===== src/rtl/fetch_pkg.sv =====
// Shared definitions for the instruction-fetch stage: reset/step defaults,
// the per-cycle action encoding and an address-alignment helper.
package fetch_pkg;

  localparam int unsigned ADDR_W      = 32;
  localparam int unsigned INSTR_BYTES = 4;
  localparam logic [ADDR_W-1:0] RESET_PC_DEF = 32'h0000_0000;

  // What the fetch stage does with its state this cycle (reset handled separately)
  typedef enum logic [2:0] {
    ACT_HOLD  = 3'd0,
    ACT_REDIR = 3'd1,
    ACT_STALL = 3'd2,
    ACT_ADV   = 3'd3
  } fetch_act_e;

  function automatic logic [ADDR_W-1:0] word_align(input logic [ADDR_W-1:0] a);
    return a & ~ADDR_W'(3);
  endfunction

endpackage


===== src/rtl/fetch_if.sv =====
// Fetch-stage control inputs and decode-facing outputs. The perf counter
// signals are always present; they read zero unless FETCH_PERF_EN is defined.
interface fetch_if;
  import fetch_pkg::*;

  logic              stall;
  logic              halt;
  logic              redirect;
  logic [ADDR_W-1:0] redirect_pc;
  logic [ADDR_W-1:0] mem_addr_0;
  logic [ADDR_W-1:0] pc_out;
  logic              bubble_out;
  logic [31:0]       fetch_count;
  logic [31:0]       bubble_count;

  modport master (
    input  stall, halt, redirect, redirect_pc,
    output mem_addr_0, pc_out, bubble_out, fetch_count, bubble_count
  );

  modport slave (
    output stall, halt, redirect, redirect_pc,
    input  mem_addr_0, pc_out, bubble_out, fetch_count, bubble_count
  );

endinterface


===== src/rtl/fetch_perf.sv =====
// Saturating valid-fetch and bubble counters for the fetch stage.
// Compiled only when FETCH_PERF_EN is defined.
`ifdef FETCH_PERF_EN
module fetch_perf (
  input  logic        clk,
  input  logic        rst,
  input  logic        fetch_inc_i,
  input  logic        bubble_inc_i,
  output logic [31:0] fetch_count_o,
  output logic [31:0] bubble_count_o
);

  logic [31:0] fetch_cnt_q, fetch_cnt_d;
  logic [31:0] bubble_cnt_q, bubble_cnt_d;

  // Increment on request, stick at all-ones
  always_comb begin
    fetch_cnt_d  = fetch_cnt_q;
    bubble_cnt_d = bubble_cnt_q;
    if (fetch_inc_i && (fetch_cnt_q != 32'hFFFF_FFFF)) begin
      fetch_cnt_d = fetch_cnt_q + 32'd1;
    end
    if (bubble_inc_i && (bubble_cnt_q != 32'hFFFF_FFFF)) begin
      bubble_cnt_d = bubble_cnt_q + 32'd1;
    end
  end

  always_ff @(posedge clk) begin
    if (rst) begin
      fetch_cnt_q  <= 32'd0;
      bubble_cnt_q <= 32'd0;
    end else begin
      fetch_cnt_q  <= fetch_cnt_d;
      bubble_cnt_q <= bubble_cnt_d;
    end
  end

  assign fetch_count_o  = fetch_cnt_q;
  assign bubble_count_o = bubble_cnt_q;

endmodule
`endif


===== src/rtl/fetch.sv =====
// Instruction-fetch stage: owns the fetch PC, issues memory addresses and
// tags the returning word for decode. FETCH_PERF_EN adds fetch/bubble counters.
module fetch
  import fetch_pkg::*;
#(
  parameter logic [ADDR_W-1:0] RESET_PC = RESET_PC_DEF,
  parameter int unsigned       PC_STEP  = INSTR_BYTES
) (
  input  logic     clk,
  input  logic     rst,
  fetch_if.master  bus
);

  logic [ADDR_W-1:0] fetch_pc_q, fetch_pc_d;
  logic [ADDR_W-1:0] pc_out_q, pc_out_d;
  logic              bubble_q, bubble_d;
  logic              pend_valid_q, pend_valid_d;
  logic [ADDR_W-1:0] pend_pc_q, pend_pc_d;
  fetch_act_e        act_c;

  // Priority: halt > (live or pending) redirect > stall > advance
  always_comb begin
    act_c = ACT_ADV;
    if (bus.halt) begin
      act_c = ACT_HOLD;
    end else if (bus.redirect || pend_valid_q) begin
      act_c = ACT_REDIR;
    end else if (bus.stall) begin
      act_c = ACT_STALL;
    end
  end

  always_comb begin
    fetch_pc_d   = fetch_pc_q;
    pc_out_d     = pc_out_q;
    bubble_d     = bubble_q;
    pend_valid_d = pend_valid_q;
    pend_pc_d    = pend_pc_q;
    case (act_c)
      ACT_HOLD: begin
        // A redirect seen while frozen is parked; the latest one wins
        if (bus.redirect) begin
          pend_valid_d = 1'b1;
          pend_pc_d    = word_align(bus.redirect_pc);
        end
      end
      ACT_REDIR: begin
        fetch_pc_d   = bus.redirect ? word_align(bus.redirect_pc) : pend_pc_q;
        pc_out_d     = fetch_pc_q;
        bubble_d     = 1'b1;
        pend_valid_d = 1'b0;
      end
      ACT_STALL: begin
      end
      ACT_ADV: begin
        pc_out_d   = fetch_pc_q;
        bubble_d   = 1'b0;
        fetch_pc_d = fetch_pc_q + ADDR_W'(PC_STEP);
      end
      default: begin
      end
    endcase
  end

  always_ff @(posedge clk) begin
    if (rst) begin
      fetch_pc_q   <= RESET_PC;
      pc_out_q     <= '0;
      bubble_q     <= 1'b1;
      pend_valid_q <= 1'b0;
      pend_pc_q    <= '0;
    end else begin
      fetch_pc_q   <= fetch_pc_d;
      pc_out_q     <= pc_out_d;
      bubble_q     <= bubble_d;
      pend_valid_q <= pend_valid_d;
      pend_pc_q    <= pend_pc_d;
    end
  end

  assign bus.mem_addr_0 = word_align(fetch_pc_q);
  assign bus.pc_out     = pc_out_q;
  assign bus.bubble_out = bubble_q;

`ifdef FETCH_PERF_EN
  logic fetch_inc;
  logic bubble_inc;

  assign fetch_inc  = (act_c == ACT_ADV);
  assign bubble_inc = (act_c == ACT_REDIR);

  fetch_perf u_perf (
    .clk            (clk),
    .rst            (rst),
    .fetch_inc_i    (fetch_inc),
    .bubble_inc_i   (bubble_inc),
    .fetch_count_o  (bus.fetch_count),
    .bubble_count_o (bus.bubble_count)
  );
`else
  assign bus.fetch_count  = 32'd0;
  assign bus.bubble_count = 32'd0;
`endif

endmodule


===== src/flat_wrapper.sv =====
// flat-port wrapper written by rule: the top's interface ports become plain ports
module fetch_flat import fetch_pkg::*;
#(
  parameter logic [ADDR_W-1:0] RESET_PC = RESET_PC_DEF,
  parameter int unsigned       PC_STEP  = INSTR_BYTES
)
  (clk, rst, bus_stall, bus_halt, bus_redirect, bus_redirect_pc, bus_mem_addr_0, bus_pc_out, bus_bubble_out, bus_fetch_count, bus_bubble_count);
  fetch_if bus_i ();
  input  logic clk;
  input  logic rst;
  input wire logic [$bits(bus_i.stall)-1:0] bus_stall;
  input wire logic [$bits(bus_i.halt)-1:0] bus_halt;
  input wire logic [$bits(bus_i.redirect)-1:0] bus_redirect;
  input wire logic [$bits(bus_i.redirect_pc)-1:0] bus_redirect_pc;
  output wire logic [$bits(bus_i.mem_addr_0)-1:0] bus_mem_addr_0;
  output wire logic [$bits(bus_i.pc_out)-1:0] bus_pc_out;
  output wire logic [$bits(bus_i.bubble_out)-1:0] bus_bubble_out;
  output wire logic [$bits(bus_i.fetch_count)-1:0] bus_fetch_count;
  output wire logic [$bits(bus_i.bubble_count)-1:0] bus_bubble_count;
  assign bus_i.stall = bus_stall;
  assign bus_i.halt = bus_halt;
  assign bus_i.redirect = bus_redirect;
  assign bus_i.redirect_pc = bus_redirect_pc;
  assign bus_mem_addr_0 = bus_i.mem_addr_0;
  assign bus_pc_out = bus_i.pc_out;
  assign bus_bubble_out = bus_i.bubble_out;
  assign bus_fetch_count = bus_i.fetch_count;
  assign bus_bubble_count = bus_i.bubble_count;
  fetch #(.RESET_PC(RESET_PC), .PC_STEP(PC_STEP)) u_core (.clk(clk), .rst(rst), .bus(bus_i));
endmodule

===== config.mk =====
export PLATFORM = sky130hd
export DESIGN_NAME = fetch_flat
export DESIGN_NICKNAME = d
export VERILOG_FILES = /design/src/rtl/fetch_pkg.sv /design/src/rtl/fetch_if.sv /design/src/rtl/fetch_perf.sv /design/src/rtl/fetch.sv /design/src/flat_wrapper.sv
export SDC_FILE = /design/constraint.sdc
export NUM_CORES = 1
export LEC_CHECK = 0
export ABC_AREA = 1
export BUFFER_PORTS_ARGS = -buffer_cell sky130_fd_sc_hd__buf_2
export CAP_MARGIN = 20
export CORE_MARGIN = 2
export CORE_UTILIZATION = 40
export CTS_CLUSTER_DIAMETER = 40
export DETAILED_ROUTE_END_ITERATION = 10
export HOLD_SLACK_MARGIN = 0.06
export PLACE_DENSITY = 0.66
export SYNTH_ARGS = -nofsm -noshare
export SYNTH_HDL_FRONTEND = slang
export SYNTH_HIERARCHICAL = 1
export SYNTH_SLANG_ARGS = --single-unit

===== constraint.sdc =====
create_clock -name clk -period 4.7 [get_ports clk]
set_clock_uncertainty 0.05 [all_clocks]
set_input_delay 0.94 -clock clk [delete_from_list [all_inputs] [get_ports clk]]
set_output_delay 0.94 -clock clk [all_outputs]
set_load 0.01 [all_outputs]

==> reports/metrics.cfg, run 1 <==
[run_status]
outcome = complete, no violations

[logic_synthesis]
netlist_area_sq_mm = 0.00551
syn_area_per_cell_sq_um = 6.73
synth-async-reset-ratio_pct = 0
synth.distinct_cells = 31
synthCells = 819
yosysWarnings = 6
ys_ff_latch = 98
yosysSeqAreaShare_pct = 35.6
synth_ff_type = dfxtp_1
synth_edf_count = 0

[sta]
rsz0062_at_grt = no
final-hold-violation-count = 0
tns_ns = 0
worst_pin_slew_ns = 0.940
setup_viol = 0
max_slew_margin_pct = 37.3
max_freq_mhz = 365
finalCritPeriodShare_pct = 58.4
period_needed_ns = 2.74
report.final.slew_viol_count = 0

[min_path]
min_path_type = register to register
hp-start = u_core/pend_pc_q[1]$_SDFFE_PP0N_

[clock_network]
postCtsHoldBufs = 0
numCtsBuffers = 9
cts_buffer_depth = 2
cts_max_level = 3
root_buffer = clkbuf_16
clkTransAtPathRegs_ns = 0.07
cts.sinks = 98
cts_tree = done
cts_setup_buffers = 0
cts_resized = 0
clock_latency_ns = 0.35

[global_routing]
grt_remaining_overflow = 0
grt_usage_pct = 18.4
grt_max_degree = 55
grt_pass1_wl_microns = 21300
grt_pass1_vias = 4150
antenna_found_initial = 0

[setup_path]
worstSetupPathType = primary input to register
r2r-start = u_core/fetch_pc_q[3]$_SDFFE_PP0P_
cp-startpoint = bus_redirect
cp_data_required_time_ns = 4.89
cp_data_arrival_time_ns = 2.93
cp-end-kind = register
critPathMaxFanout = 35
worstSetupStartpointType = primary input

[die]
core_sq_mm = 0.0133
dieArea_sq_mm = 0.0147
die_y_microns = 121
io_pins = 166
rows = 42
die_w_microns = 121
start_util_pct = 41.3

[place]
portBuffers = 97
routabilityCongestion = 0.849
dpl.hpwl_microns = 9560

[routing]
wire_per_inst_microns = 13.1
dr.pass1.iters = 4
detail-route-antenna-nets = 0
wl_microns = 13700
viasPerCell = 4.76
drt_iter0_markers = 315
drc_errors = 0
num_vias = 4950

[power]
cellLeakagePower_nw = 2.74
powerDensity_mw_per_mm2 = 343
peakVddDrop_v = 0.000181
fin_total_pwr_mw = 2.00

[finish]
antenna_cells = 0
fill_cells = 1465
final_nets = 898
area_delta_synth_final_pct = 6.11
multiInputGateArea_sq_mm = 0.00268
ff_latch_area_sq_mm = 0.00196
drive_above_1_share_pct = 15.6

[run]
max_cap_violations = 0

cell usage after synthesis (all sizes together) (3+ instances only):
| master | number | area (sq um) |
|---|---|---|
| nand2 | 162 | 621 |
| clkbuf | 24 | 90.1 |
| a31oi | 7 | 43.8 |
| dfxtp | 98 | 1960 |
| xor2 | 6 | 52.6 |
| buf | 113 | 845 |
| nor3 | 3 | 15.0 |
| nor2 | 156 | 619 |
| nand3 | 27 | 135 |
| o21ai | 101 | 505 |
| nand4 | 4 | 25.0 |
| o211ai | 4 | 30.0 |
| a21oi | 45 | 225 |
| or2 | 7 | 46.3 |
| xnor2 | 4 | 35.0 |
| inv | 47 | 176 |
| o31ai | 7 | 52.6 |
cell families (layout without fill, tap and decap cells):
kind of cell | Yosys count | in the layout | share of synthesized area [%]
AOI/OAI and AO/OA | 165 | 165 | 15.7
and+or+nand+nor | 360 | 360 | 26.7
adders and majority gates | 1 | 1 | 0.227
xor gates and xnor gates | 10 | 10 | 1.59
buffers and inverters | 184 | 165 | 20.2
DFF | 98 | 98 | 35.6
other | 1 | 66 | 0.0681
metal layers:
layer	wire (microns)	global-route usage, %	up-vias	share of wire [%]
li1	-	-	2538	-
met1	6700	27.7	2221	49
met2	5660	25.1	174	41
met3	1050	4.18	17	7.7
met4	240	6.68	0	1.8
met5	0	0	-	0
power breakdown:
| group | switching, mW | internal, mW |
|---|---|---|
| registers | 0.0564 | 0.896 |
| clock network | 0.316 | 0.402 |
| logic | 0.218 | 0.114 |
| total | 0.591 | 1.41 |
worst max-delay path, stage by stage:
cell and delay [ns]:
buf_2 0.50, inv_1 0.61, or2_2 0.46, o21ai_0 0.13, o211ai_1 0.12, o211ai_1 0.11, inv_1 0.05
worst paths after layout:
kind                                                           end  slack [ns]  cells after the start
worst max-delay path             u_core/fetch_pc_q[4]$_SDFFE_PP0P_        1.96                      7
worst min-delay path              u_core/pend_pc_q[1]$_SDFFE_PP0N_        0.40                      2
worst min register to register    u_core/pend_pc_q[1]$_SDFFE_PP0N_        0.40                      2
worst max register to register  u_core/fetch_pc_q[24]$_SDFFE_PP0P_        2.86                     10
stage by stage:
step	utilization (%)	cell area (sq um)	setup WS, ns	hold slack (ns)	instances
after floorplan	-	5750	2.61	0.375	884
after global placement	41.7	5560	1.59	0.389	1025
after detailed placement	41.7	5560	1.59	0.390	1025
after CTS	43.8	5850	1.96	0.400	1041
after global routing	43.8	5850	1.73	0.426	1041
final	43.8	5850	1.96	0.401	1041
cells in the final DEF (no fill, tap or decap), types with 2 or more instances in the layout:
master       n
nor3_1       3
conb_1      66
nand2_2      2
dfxtp_1     98
or2_2        6
clkbuf_8     3
nand3_1     27
inv_2        3
inv_1       44
clkbuf_1     2
o211ai_1     4
nor2_2       4
clkinv_2     2
o21ai_1      7
nand2_1    159
xor2_1       6
buf_4        5
xnor2_1      4
nor2_1     150
o31ai_1      7
nand4_1      4
a31oi_1      7
clkbuf_16    9
a21oi_1     45
o21ai_0     94
buf_2       97
registers in the layout (all words and copies together), names as in the netlist:
register,count
u_core/bus.bubble_out,1
u_core/fetch_pc_q,32
u_core/pend_valid_q,1
u_core/pend_pc_q,32
u_core/bus.pc_out,32
area by class of cell:
type / instances / share of cell area, %
flip-flops and latches: 98 / 33.6
repair buffers: 102 / 8.95
inverters: 47 / 3.02
clock inverters: 2 / 0.171
multi-input cells: 602 / 45.8
clock buffers: 14 / 4.69
well taps: 176 / 3.77
(Power assumes the default switching activity.)
==> inputs of run 2 (changes only) <==
--- a/config.mk
+++ b/config.mk
@@ -5,7 +5,7 @@
 export SDC_FILE = /design/constraint.sdc
 export NUM_CORES = 1
 export LEC_CHECK = 0
-export ABC_AREA = 1
+export ABC_AREA = 0
 export BUFFER_PORTS_ARGS = -buffer_cell sky130_fd_sc_hd__buf_2
 export CAP_MARGIN = 20
 export CORE_MARGIN = 2
@@ -13,7 +13,7 @@
 export CTS_CLUSTER_DIAMETER = 40
 export DETAILED_ROUTE_END_ITERATION = 10
 export HOLD_SLACK_MARGIN = 0.06
-export PLACE_DENSITY = 0.66
+export PLACE_DENSITY = 0.69
 export SYNTH_ARGS = -nofsm -noshare
 export SYNTH_HDL_FRONTEND = slang
 export SYNTH_HIERARCHICAL = 1
==> constraint.sdc (replaced) <==
create_clock -name clk -period 2.2 [get_ports clk]
set_clock_uncertainty 0.05 [all_clocks]
set_input_delay 0.44 -clock clk [delete_from_list [all_inputs] [get_ports clk]]
set_output_delay 0.44 -clock clk [all_outputs]
set_load 0.01 [all_outputs]
==> run 2 against run 1 <==
  * Via count is 8.2% lower
  * Synthesized area is 4.8% lower
  * Wire length is 7.6% lower
  * Clock-buffer cell count is 2 lower
  * Sequential share of layout area is 0.21 points lower
  * Register-to-register slack worse by 2.6 ns
  * Largest power group unchanged
==> reports/metrics.cfg, run 2 <==
[run_status]
outcome = complete, no violations

[sta]
period_needed_ns = 1.98
rsz0062_at_grt = no
worst_pin_slew_ns = 0.502
post-route-worst-setup-slack_ns = 0.216
final-hold-violation-count = 0
max_slew_margin_pct = 66.4
setup_viol = 0
tns_ns = 0
max_freq_mhz = 504
report.final.slew_viol_count = 0
whs_ns = 0.289
finalCritPeriodShare_pct = 90.2

[logic_synthesis]
synth-async-reset-ratio_pct = 0
synthCells = 691
synth_ff_type = dfxtp_1
netlist_area_sq_mm = 0.00524
post-synth-top-count-cell = nand2_1
syn_area_per_cell_sq_um = 7.59
synth_common_cells = 163 x nand2_1, 98 x dfxtp_1, 96 x buf_4
synth_edf_count = 0
ys_ff_latch = 98
synth.distinct_cells = 52
netlist.area_leader.share_pct = 37.4
synth_area_leader_cell = dfxtp_1
yosysWarnings = 6
synth_area_leaders = dfxtp_1 37%, buf_4 14%, nand2_1 12%
yosysSeqAreaShare_pct = 37.4

[setup_path]
cp_data_required_time_ns = 2.42
path_delay_family = simple AND/OR/NAND/NOR gates
worstSetupStartpointType = register
cp-startpoint = u_core/fetch_pc_q[3]$_SDFFE_PP0P_
cp_data_arrival_time_ns = 2.20
crit_cells = 7
slowest_delay_ns = 0.40
critPathBufInv = 1
crit_end = u_core/fetch_pc_q[26]$_SDFFE_PP0P_
reg2reg_to = u_core/fetch_pc_q[26]$_SDFFE_PP0P_
worstSetupPathType = register to register
r2r-start = u_core/fetch_pc_q[3]$_SDFFE_PP0P_
crit_slowest_cell = dfxtp_1
r2r_slack_ns = 0.22
cp_cell_sequence = ha_1 -> nand2_1 -> nor4_2 -> buf_4 -> and2_1 -> nand3_1 -> a211oi_1
cp-end-kind = register
critPathMaxFanout = 11
worstRegToRegCells = 7

[power]
fin_total_pwr_mw = 3.90
cellLeakagePower_nw = 2.48
peakVddDrop_v = 0.000352
powerDensity_mw_per_mm2 = 662

[clock_network]
cts_tree = done
cts.sinks = 98
cts_buffer_depth = 2
root_buffer = clkbuf_16
postCtsHoldBufs = 0
cts_max_level = 3
clock_latency_ns = 0.34
numCtsBuffers = 9
clkTransAtPathRegs_ns = 0.07

[routing]
detail-route-antenna-nets = 0
wire_per_inst_microns = 13.5
drc_errors = 0
dr.pass1.iters = 4
num_vias = 4545
drt_iter0_markers = 281
viasPerCell = 4.87
wl_microns = 12600

[finish]
post-route-util_pct = 46.3
area_delta_synth_final_pct = 12.3
final_nets = 794
final_cell_mix = 163 x nand2_1, 97 x buf_2, 97 x dfxtp_1
final_common_cell = nand2_1
drive_above_1_share_pct = 21.2
fill_cells = 1307

[global_routing]
grt_usage_pct = 17.8
grt_pass1_wl_microns = 20200
antenna_found_initial = 2
grt_max_degree = 55
grt_remaining_overflow = 0
grt_pass1_vias = 3838

[place]
routabilityCongestion = 0.856
portBuffers = 97
dpl_worst_slack_ns = 0.168
dpl.hpwl_microns = 8920

[die]
dieArea_sq_mm = 0.0140
core_sq_mm = 0.0127
start_util_pct = 41.2
die_y_microns = 118
die_w_microns = 118
io_pins = 166
rows = 41

[run]
max_cap_violations = 0

[min_path]
min_path_type = primary input to register

[run 2: cell types whose count changed after synthesis, sizes merged, moves of 7 or more]
cell and change:
nor4 +7, a22oi +7, nand3 -14, clkbuf +14, mux2i +16, buf -9
nor3b +7, o31ai -7, o21ai -72, a21oi +43, nor2 -127, inv -46
nor3 +11
[run 2: how the worst min path moves through the flow]
stage                                               endpoint  depth (start not counted)  slack, ns                          startpoint
after floorplan            u_core/pend_pc_q[13]$_SDFFE_PP0N_                          2       0.38   u_core/pend_pc_q[13]$_SDFFE_PP0N_
after global placement      u_core/pend_pc_q[8]$_SDFFE_PP0N_                          2       0.39    u_core/pend_pc_q[8]$_SDFFE_PP0N_
after detailed placement  u_core/bus.pc_out[14]$_SDFFE_PP0P_                          2       0.39  u_core/bus.pc_out[14]$_SDFFE_PP0P_
after CTS                  u_core/pend_pc_q[18]$_SDFFE_PP0N_                          3       0.28                 bus_redirect_pc[18]
after global routing       u_core/pend_pc_q[20]$_SDFFE_PP0N_                          3       0.29                 bus_redirect_pc[20]
final                       u_core/pend_pc_q[6]$_SDFFE_PP0N_                          3       0.29                  bus_redirect_pc[6]
[run 2: final cells by class]
| type | count | area [sq um] | share of cell area (%) |
|---|---|---|---|
| antenna | 1 | 2.50 | 0.0425 |
| clock inverter | 3 | 15.0 | 0.255 |
| timing repair buffer | 131 | 778 | 13.2 |
| clock buffer | 12 | 256 | 4.36 |
| sequential | 98 | 1960 | 33.4 |
| tap | 172 | 215 | 3.66 |
| multi-input combinational | 515 | 2650 | 45.0 |
| inverter | 1 | 3.75 | 0.0638 |
[run 2: kinds of logic (layout without fill, tap and decap cells)]
| family | after synthesis | after routing | share of synthesized area, % |
|---|---|---|---|
| adder cells (fa/ha/maj) | 1 | 1 | 0.239 |
| AND/OR/NAND/NOR | 266 | 266 | 23.2 |
| other | 1 | 67 | 0.0715 |
| AO/OA/AOI/OAI | 156 | 156 | 16.8 |
| flip-flops | 98 | 98 | 37.4 |
| buffers and inverters | 143 | 147 | 17.3 |
| XOR/XNOR | 4 | 4 | 0.668 |
| multiplexers | 22 | 22 | 4.34 |
[run 2: through the flow]
step / cell area, sq um / cells
floorplan: 5490 / 756
global placement: 5600 / 917
detailed placement: 5600 / 917
CTS: 5870 / 932
global route: 5880 / 932
finish: 5890 / 933
[run 2: worst register-to-register path, cell delays in order (launching register included)]
cell and delay, ns:
dfxtp_1 0.40, ha_1 0.25, nand2_1 0.13, nor4_2 0.32, buf_4 0.23, and2_1 0.21
nand3_1 0.09, a211oi_1 0.22
[run 2: metal layers]
layer	vias up	share of wire [%]	GRT usage [%]
li1	2327	-	-
met1	2043	50	26.5
met2	161	42	24.8
met3	14	6.4	3.57
met4	0	1.6	6.99
met5	-	0	0
[run 2: where the power goes]
group / total (mW) / switching (mW) / internal (mW)
clock: 1.47 / 0.649 / 0.817
sequential: 1.90 / 0.0534 / 1.84
combinational: 0.535 / 0.342 / 0.193
[run 2: repair_timing]
action | CTS | global route
hold endpoints to repair | 0 | 0
gates resized for setup | 0 | 3
setup buffers | 0 | 0
setup endpoints to repair | 0 | 2
==> inputs of run 3 (changes only) <==
--- a/config.mk
+++ b/config.mk
@@ -8,7 +8,7 @@
 export ABC_AREA = 0
 export BUFFER_PORTS_ARGS = -buffer_cell sky130_fd_sc_hd__buf_2
 export CAP_MARGIN = 20
-export CORE_MARGIN = 2
+export CORE_ASPECT_RATIO = 1.1
 export CORE_UTILIZATION = 40
 export CTS_CLUSTER_DIAMETER = 40
 export DETAILED_ROUTE_END_ITERATION = 10
==> run 3 against run 2 <==
  * Combinational power is essentially flat
  * Largest power group unchanged
  * Critical path depth stayed put
  * Largest cell class unchanged
  * Flip-flop and latch count unchanged
  * First-iteration DRC count rose by 38%
  * Highest routed layer unchanged
  * Final cell count down 1.5%
  * Die area is 3.3% lower
  * The run now ends with DRC left
  * Critical path type unchanged
==> reports/metrics.cfg, run 3 (same netlist as run 2, synthesis figures left out) <==
[power]
switching_power_mw = 1.07
pwr-share-seq_pct = 44.3
fin_total_pwr_mw = 4.28
powerDensity_mw_per_mm2 = 721
cellLeakagePower_nw = 2.51
power_frac_comb_pct = 12.5
p_int_mw = 3.21
switching_share_pct = 25.0
pwr-share-clk_pct = 43.2
peakVddDrop_v = 0.000467

[finish]
antenna_cells = 0
final_common_cell = nand2_1
final_nets = 795
area_delta_synth_final_pct = 13.2
drive_above_1_share_pct = 21.3
design_area_sq_mm = 0.00594
final_cell_mix = 163 x nand2_1, 97 x buf_2, 97 x dfxtp_1
fill_cells = 1285
instances_no_fill = 919

[clock_network]
numCtsBuffers = 9
cts_max_level = 3
cts.sinks = 98
postCtsHoldBufs = 0
clock_latency_ns = 0.35
cts_buffer_depth = 2
clkTransAtPathRegs_ns = 0.07
cts_tree = done
cts_resized = 0
root_buffer = clkbuf_16
cts_setup_buffers = 0

[place]
post-place-cells = 903
postPlaceCellArea_sq_mm = 0.00558
dpl.hpwl_microns = 8720
portBuffers = 97
routabilityCongestion = 0.807

[die]
io_pins = 166
dieArea_sq_mm = 0.0136
die_y_microns = 122
rows = 43
start_util_pct = 41.3
core_sq_mm = 0.0127
die_w_microns = 111

[routing]
detail-route-antenna-nets = 0
drt_iter0_markers = 389
wire_per_inst_microns = 13.5
drc_errors = 30
wl_microns = 12400
num_vias = 4620
viasPerCell = 5.03
dr.pass1.iters = 9

[global_routing]
grt_pass1_vias = 3936
grt_pass1_wl_microns = 20000
grt_max_degree = 52
grt_remaining_overflow = 0
grt_usage_pct = 18.5
antenna_found_initial = 0

[setup_path]
worstSetupPathType = register to register
worstSetupStartpointType = register
critPathMaxFanout = 11
slowest_delay_ns = 0.40
cp-end-kind = register
cp_cell_sequence = ha_1 -> nand2_1 -> nor4_1 -> buf_4 -> and2_1 -> nand3_1 -> a211oi_1
crit_slowest_cell = dfxtp_2
cp_data_required_time_ns = 2.41
cp_data_arrival_time_ns = 2.20

[sta]
rsz0062_at_grt = no
report.final.slew_viol_count = 0
max_freq_mhz = 502
max_slew_margin_pct = 63.4
tns_ns = 0
finalCritPeriodShare_pct = 90.6
setup_viol = 0
final-hold-violation-count = 0
period_needed_ns = 1.99
worst_pin_slew_ns = 0.549

[run]
max_cap_violations = 0

[run_status]
failed_checks = DRC
outcome = complete, but fails checks

[min_path]
min_path_type = primary input to register

==> run 3: cell types whose count changed in the layout (fill, tap and decap cells not counted), sizes merged <==
cell and delta:
clkinv -3, clkinvlp +1, bufinv +3, buf +1, diode -1
==> run 3: path summary, 6_finish.rpt <==
check | startpoint | endpoint | slack (ns) | cells after the start
worst max-delay path | u_core/fetch_pc_q[2]$_SDFFE_PP0P_ | u_core/fetch_pc_q[26]$_SDFFE_PP0P_ | 0.21 | 7
worst min-delay path | bus_redirect_pc[18] | u_core/pend_pc_q[18]$_SDFFE_PP0N_ | 0.29 | 3
worst max register to register | u_core/fetch_pc_q[2]$_SDFFE_PP0P_ | u_core/fetch_pc_q[26]$_SDFFE_PP0P_ | 0.21 | 7
worst min register to register | u_core/bus.pc_out[16]$_SDFFE_PP0P_ | u_core/bus.pc_out[16]$_SDFFE_PP0P_ | 0.40 | 2
==> run 3: layout make-up <==
class / count / area [sq um] / area share, %
multi-input combinational: 515 / 2650 / 44.6
clock inverter: 4 / 97.6 / 1.64
timing repair buffer: 132 / 773 / 13.0
sequential: 98 / 1960 / 33.1
inverter: 1 / 3.75 / 0.0632
clock buffer: 12 / 256 / 4.32
tap: 157 / 196 / 3.31
==> run 3: stage by stage <==
stage	hold slack (ns)	worst slack [ns]	util, %
global placement	0.388	0.195	43.9
floorplan	0.382	0.276	-
detailed placement	0.393	0.159	43.9
global route	0.291	0.0790	46.7
finish	0.288	0.206	46.7
CTS	0.281	0.138	46.7
==> run 3: critical path: cells and delay by family (launching register included) <==
| kind | cells | cell delay (ns) |
|---|---|---|
| AND/OR/NAND/NOR | 4 | 0.74 |
| flip-flops | 1 | 0.40 |
| adder cells (fa/ha/maj) | 1 | 0.24 |
| buffers and inverters | 1 | 0.24 |
| AO/OA/AOI/OAI | 1 | 0.23 |
==> run 3: power groups by stage <==
stage / registers, mW / clock network, mW / logic (mW)
after floorplan: 1.94 / 0 / 0.446
after global placement: 1.93 / 0 / 0.526
after detailed placement: 1.94 / 0 / 0.531
after CTS: 1.90 / 1.88 / 0.534
after global routing: 1.91 / 1.95 / 0.593
final: 1.90 / 1.85 / 0.534
==> run 3: metal layers <==
metal | track usage [%] | vias up | wire length [microns]
li1 | - | 2337 | -
met1 | 26.0 | 2098 | 6040
met2 | 27.7 | 167 | 5420
met3 | 3.53 | 18 | 746
met4 | 8.11 | 0 | 240
met5 | 0 | - | 0
